**config.mk**
```make
export PLATFORM = sky130hd
export DESIGN_NAME = seq_detector_param
export DESIGN_NICKNAME = d
export VERILOG_FILES = /design/src/rtl/seq_detector_param.sv
export SDC_FILE = /design/constraint.sdc
export NUM_CORES = 1
export LEC_CHECK = 0
export CAP_MARGIN = 40
export CORE_MARGIN = 1
export CORE_UTILIZATION = 40
export CTS_CLUSTER_SIZE = 30
export DETAILED_ROUTE_END_ITERATION = 6
export GPL_TIMING_DRIVEN = 1
export SYNTH_ARGS = -nofsm -noshare
export SYNTH_HDL_FRONTEND = slang
export SYNTH_SLANG_ARGS = --single-unit
```
**constraint.sdc**
```tcl
create_clock -name clk -period 3.1 [get_ports clk]
set_input_delay 0.31 -clock clk [delete_from_list [all_inputs] [get_ports clk]]
set_output_delay 0.31 -clock clk [all_outputs]
set_load 0.01 [all_outputs]
```
**src/rtl/seq_detector_param.sv**
```systemverilog
//------------------------------------------------------------------------------
// Module      : seq_detector_param
// Description : Serial pattern detector with a runtime-programmable pattern,
//               overlap mode and a saturating match counter.
// Revision    : 1.0 - initial release
//------------------------------------------------------------------------------
`default_nettype none

module seq_detector_param #(
    parameter int                 MAX_LEN     = 8,
    parameter int                 CNT_W       = 8,
    parameter logic [MAX_LEN-1:0] RST_PATTERN = MAX_LEN'('b1001),
    parameter int                 RST_LEN     = 4,
    parameter bit                 RST_OVERLAP = 1'b1
) (
    input  logic                           clk,
    input  logic                           reset,
    input  logic                           Sin,
    input  logic                           en,
    input  logic                           cfg_load,
    input  logic [MAX_LEN-1:0]             cfg_pattern,
    input  logic [$clog2(MAX_LEN+1)-1:0]   cfg_len,
    input  logic                           cfg_overlap,
    input  logic                           cnt_clr,
    output logic                           out,
    output logic [CNT_W-1:0]               match_count,
    output logic [$clog2(MAX_LEN+1)-1:0]   cur_len
);

    localparam int LEN_W = $clog2(MAX_LEN + 1);

    localparam logic [LEN_W-1:0] c_max_len = LEN_W'(MAX_LEN);
    localparam logic [LEN_W-1:0] c_rst_len = (RST_LEN > MAX_LEN) ? c_max_len
                                                                 : LEN_W'(RST_LEN);
    localparam logic [CNT_W-1:0] c_cnt_max = '1;

    // Configuration
    logic [MAX_LEN-1:0] r_pat;
    logic [LEN_W-1:0]   r_len;
    logic               r_ovl;

    // Datapath state
    logic [MAX_LEN-1:0] r_hist;
    logic [LEN_W-1:0]   r_fill;
    logic               r_out;
    logic [CNT_W-1:0]   r_count;

    logic [MAX_LEN-1:0] w_hist_n;
    logic [LEN_W-1:0]   w_fill_n;
    logic [MAX_LEN-1:0] w_mask;
    logic [LEN_W-1:0]   w_cfg_len;
    logic               w_match;
    logic               w_hit;

    // Only the low len bits of history take part in the comparison.
    for (genvar gi = 0; gi < MAX_LEN; gi++) begin : g_mask
        assign w_mask[gi] = (r_len > LEN_W'(gi));
    end

    assign w_hist_n  = {r_hist[MAX_LEN-2:0], Sin};
    assign w_fill_n  = (r_fill < r_len) ? (r_fill + 1'b1) : r_len;
    assign w_cfg_len = (cfg_len > c_max_len) ? c_max_len : cfg_len;

    // len=0 would otherwise trivially satisfy both terms, so it is excluded.
    assign w_match = (r_len != '0)
                   && (w_fill_n == r_len)
                   && (((w_hist_n ^ r_pat) & w_mask) == '0);

    assign w_hit = en && !cfg_load && w_match;

    always_ff @(posedge clk) begin
        if (reset) begin
            r_pat  <= RST_PATTERN;
            r_len  <= c_rst_len;
            r_ovl  <= RST_OVERLAP;
            r_hist <= '0;
            r_fill <= '0;
            r_out  <= 1'b0;
        end else if (cfg_load) begin
            r_pat  <= cfg_pattern;
            r_len  <= w_cfg_len;
            r_ovl  <= cfg_overlap;
            r_hist <= '0;
            r_fill <= '0;
            r_out  <= 1'b0;
        end else if (en) begin
            r_hist <= w_hist_n;
            // Non-overlapping mode restarts the fill so the next match needs len fresh bits.
            r_fill <= (w_match && !r_ovl) ? '0 : w_fill_n;
            r_out  <= w_match;
        end else begin
            r_out  <= 1'b0;
        end
    end

    always_ff @(posedge clk) begin
        if (reset) begin
            r_count <= '0;
        end else if (cnt_clr) begin
            r_count <= '0;
        end else if (w_hit && (r_count != c_cnt_max)) begin
            r_count <= r_count + 1'b1;
        end
    end

    assign out         = r_out;
    assign match_count = r_count;
    assign cur_len     = r_len;

endmodule

`default_nettype wire

```
# ---- Word level (Yosys, flattened, before mapping)
# Cells that the tools add are included.
dict set report word_totals {
  regBits 33
  inputBits 19
  output_inout_bits 13
  elab_cells 40
}
dict set report op_classes {
  add_sub_neg 2
  magnitude_cmp 10
  n_eq_ne 2
  mux 3
  n_bitwise 3
  reduce_logical 13
}
# operator count
set ops {}
lappend ops {{greater-than comparator 4 x 3 -> 1 bit (second input constant)} 4}
lappend ops {{two-way mux 4 bit} 3}
lappend ops {{adder 8 x 1 -> 8 bit (second input constant)} 1}
lappend ops {{AND 8 bit} 1}
lappend ops {{greater-than comparator 4 x 1 -> 1 bit (second input constant)} 2}
lappend ops {{greater-than comparator 4 x 2 -> 1 bit (second input constant)} 2}
lappend ops {{logical NOT 8 bit} 1}
lappend ops {{inequality test 8 bit (second input constant)} 1}
lappend ops {{bitwise XOR 8 bit} 1}
lappend ops {{logical AND 1 bit} 6}
lappend ops {{adder 4 x 1 -> 4 bit (second input constant)} 1}
lappend ops {{equality test 4 bit} 1}
lappend ops {{greater-than comparator 4 bit (second input constant)} 1}
lappend ops {{< comparator 4 bit} 1}
lappend ops {{nonzero test 4 bit} 1}
lappend ops {{OR reduction 2 bit} 2}
lappend ops {{OR reduction 3 bit} 1}
lappend ops {{logical NOT 1 bit} 2}
lappend ops {{NOT 1 bit} 1}

# ---- Depth between registers and ports, before layout
dict set report logic_depth {
  word_depth 7
  depth_mapped 9
  ltp_nobuf 7
}

# ---- Least setup slack after synthesis
# No wires, ideal clock.
dict set report synth_path {
  path_type {register to register}
  from {reg r_len[3] (netlist: cur_len[3])}
  to {reg r_count[7] (netlist: match_count[7])}
  setup_time_ns 0.126
  arrival_time_ns 2.145
  required_time_ns 2.974
  path_slack_ns 0.829
  stages_incl_launch_ff 10
  path_buffers 2
  period_less_slack_ns 2.271
  path_cell_list {dfxtp_1 > buf_4 > clkinv_1 > ha_1 > nand2_1 > o21ai_0 > clkbuf_1 > o2111a_1 > and4b_1 > nor3_1}
}
dict set report synth_via {
  elab_chain_len 7
  elab_cells_between_ends 18
  classes_between {order compare (9); eq/ne (1); mux (1); bitwise (1); reduce/logical (6)}
}
# element line
set synth_lines {}
lappend synth_lines {{start: declaration} 39} ;# logic [LEN_W-1:0] r_len;
lappend synth_lines {{start signal: assignment} 74} ;# r_len <= c_rst_len;
lappend synth_lines {{start signal: assignment} 81} ;# r_len <= w_cfg_len;
lappend synth_lines {{< comparator 4 bit} 61} ;# assign w_fill_n = (r_fill < r_len) ? (r_fill + 1'b1) : r_len;
lappend synth_lines {{two-way mux 4 bit} 61}
lappend synth_lines {{equality test 4 bit} 66} ;# && (w_fill_n == r_len)
lappend synth_lines {{logical AND 1 bit} 66}
lappend synth_lines {{logical AND 1 bit (*)} 67} ;# && (((w_hist_n ^ r_pat) & w_mask) == '0);
lappend synth_lines {{logical AND 1 bit (*)} 69} ;# assign w_hit = en && !cfg_load && w_match;
lappend synth_lines {{logical AND 1 bit (*)} 101} ;# end else if (w_hit && (r_count != c_cnt_max)) begin
lappend synth_lines {{end signal: assignment} 102} ;# r_count <= r_count + 1'b1;
lappend synth_lines {{end: declaration} 46} ;# logic [CNT_W-1:0] r_count;
# Mark *: on every way between the ends. The rest lies on a longest branch, timed or not.
# A chain may end at the register's enable or synchronous reset.

# ---- Worst setup path in the final report
dict set report layout_path {
  from {reg r_len[3] (netlist: cur_len[3])}
  to {reg r_count[3] (netlist: match_count[3])}
}
# The elaborated chain is that of the path after synthesis.

==> qor.csv <==
metric,value,unit
status,"complete, no violations",
synth_edf_count,0,
drcViolationCount,0,
start_util,42.84,%
rows,23,
nFillCells,398,
via_per_inst,5.333,
synth_top_area_cell,dfxtp_1,
endpoint_kind,flop,
gr-usage-all-layers,19.57,%
r2r_slack,0.56,ns
syn2layout_area_growth,24.09,%
seq_area_frac_synth,37.74,%
yosysWarnings,0,
final_antenna_net_count,0,
ys.flop_type,dfxtp_1,
final_util,53.15,%
ir_drop,0.2172,mV
crit_path_start_kind,flop,
htreeDepth,2,
drt_first_pass_iters,4,
cts_tree,done,
diodes,0,
syn_inst,203,
synthTopCellsByArea,"dfxtp_1 38%, mux2i_1 9.1%, nor2_1 6.0%",
dieArea,4644,µm²
numCtsBuffers,5,
routed_wl,3957,µm
rsz0062_at_grt,no,
netlist_area,1750,µm²
cts_root_buffer,clkbuf_8,
relSlewSlack,52.42,%
clk_pin_slew,0.07,ns
maxCapViolCount,0,
finalCritPeriodShare,82.09,%
synthArstFlopShare,0,%
overflow,0,
synth_top_area_share,37.74,%
slowest_delay,0.56,ns
placed_cells,274,
syn_avg_cell_area,8.623,µm²
syn_nets,227,
power_density,414.1,nW/µm²
antenna_found_initial,0,
fin_skew,0.004850,ns
drive_gt1_share,8.621,%
fmax,393.0,MHz
path_cells,clkinv_1 -> ha_1 -> nand2_1 -> o21ai_0 -> buf_4 -> o2111ai_4 -> or4_1 -> a21oi_1,
dp_hpwl,2920,µm
tns,0,ns
hold_ws,0.5203,ns
hold_violations,0,
clock_path_buffers,2,
worstPathArrival,2.77,ns
port_buffers,31,
worstSkewPairLatency,0.29,ns
setup_viol,0,
hold_class,flop to flop,
clock-sinks,33,
coreArea,4086,µm²
grt_max_degree,20,
ios,32,
yosysUniqueCellTypes,43,
nNetsFinal,255,
holdBufCountCts,0,
finalCriticalPeriod,2.545,ns
crit_fanout,9,
vias,1504,
gp_congestion,0.8130,
grt_pass1_vias,1430,
post_cts_buffers,0,
detail_route.wl_per_cell,14.03,µm
dr.first_iter.drc_count,69,
fp.dieH,68.15,µm
post_cts_resized,0,
p_leak,0.8301,nW
worst_slew_pin_slew,0.7115,ns
total_power,0.8994,mW
cp_data_required_time,3.32,ns
critical_path.slowest_cell,or4_1,
ys_seq_elements,33,
path_class,flop to flop,
final_cells,282,
drv_slew,0,
die_w,68.15,µm
grt_pass1_wl,6568,µm
[flip-flops by register name, summed over array words and instances (netlist names)]
register and count:
cur_len 4, match_count 8, out 1, r_fill 4, r_hist 7, r_ovl 1
r_pat 8
[cells in the mapped netlist (3+ instances only)]
cell type / n
dfxtp_1: 33
nor2_1: 28
mux2i_1: 16
nand2_1: 15
a21oi_1: 13
o21ai_0: 12
xnor2_1: 11
clkbuf_1: 7
nand3_1: 7
ha_1: 5
and3_1: 4
buf_1: 4
nor2b_1: 4
nor3_1: 4
a211o_1: 3
inv_1: 3
[worst paths after layout]
path / cells after the start / to / from
min reg2reg: 2 / r_hist[6]$_SDFFE_PP0P_ / r_hist[6]$_SDFFE_PP0P_
max: 8 / match_count[3]$_SDFFE_PP0P_ / cur_len[3]$_SDFFE_PP0P_
max reg2reg: 8 / match_count[3]$_SDFFE_PP0P_ / cur_len[3]$_SDFFE_PP0P_
min: 2 / r_hist[6]$_SDFFE_PP0P_ / r_hist[6]$_SDFFE_PP0P_
[critical path, delay by kind of cell, from the launching register on]
kind            cells  cell delay [ns]
compound gates      3             0.62
simple gates        2             0.61
fa+ha+maj           1             0.33
flops               1             0.49
buf+inv             2             0.42
[cell type report]
| cell class | instances | area (µm²) | area share (%) |
|---|---|---|---|
| clock inverter | 3 | 17.52 | 0.8065 |
| timing repair buffer | 34 | 332.8 | 15.32 |
| clock buffer | 5 | 68.82 | 3.168 |
| inverter | 4 | 15.01 | 0.6912 |
| multi-input combinational | 153 | 1015 | 46.72 |
| sequential | 33 | 660.6 | 30.41 |
| tap | 50 | 62.56 | 2.880 |
[logic make-up after synthesis]
| kind of cell | count (synthesis) | share of synthesized area (%) |
|---|---|---|
| mux | 17 | 9.792 |
| xor+xnor | 14 | 7.434 |
| flops | 33 | 37.74 |
| fa+ha+maj | 5 | 3.574 |
| simple gates | 76 | 21.73 |
| buf+inv | 17 | 4.289 |
| compound gates | 41 | 15.44 |
[power by group]
part / switching [mW] / internal (mW) / total [mW]
clock: 0.168 / 0.155 / 0.322
sequential: 0.0149 / 0.436 / 0.451
combinational: 0.0612 / 0.0645 / 0.126
[cell usage in the layout (no fill, tap or decap), drive strengths merged, types with 7 or more instances in the layout]
cell            n
nand3           7
nor2           28
xnor2          12
mux2i          16
clkdlybuf4s50  31
nand2          15
a21oi          13
dfxtp          33
o21ai          14
[layer usage]
layer	routed length, µm	track usage [%]	part of all wire (%)
met5	0	0	0
met4	76	9.115	1.9
met3	173	6.000	4.4
met2	1802	30.39	46
met1	1905	24.54	48
[per-stage QoR]
step / setup WS (ns) / area, µm²
after floorplan: 0.8285 / 1750
after global placement: 0.7075 / 2086
after detailed placement: 0.5993 / 2086
after CTS: 0.5801 / 2172
after global routing: 0.3717 / 2172
final: 0.5553 / 2172
(Power assumes the default switching activity.)
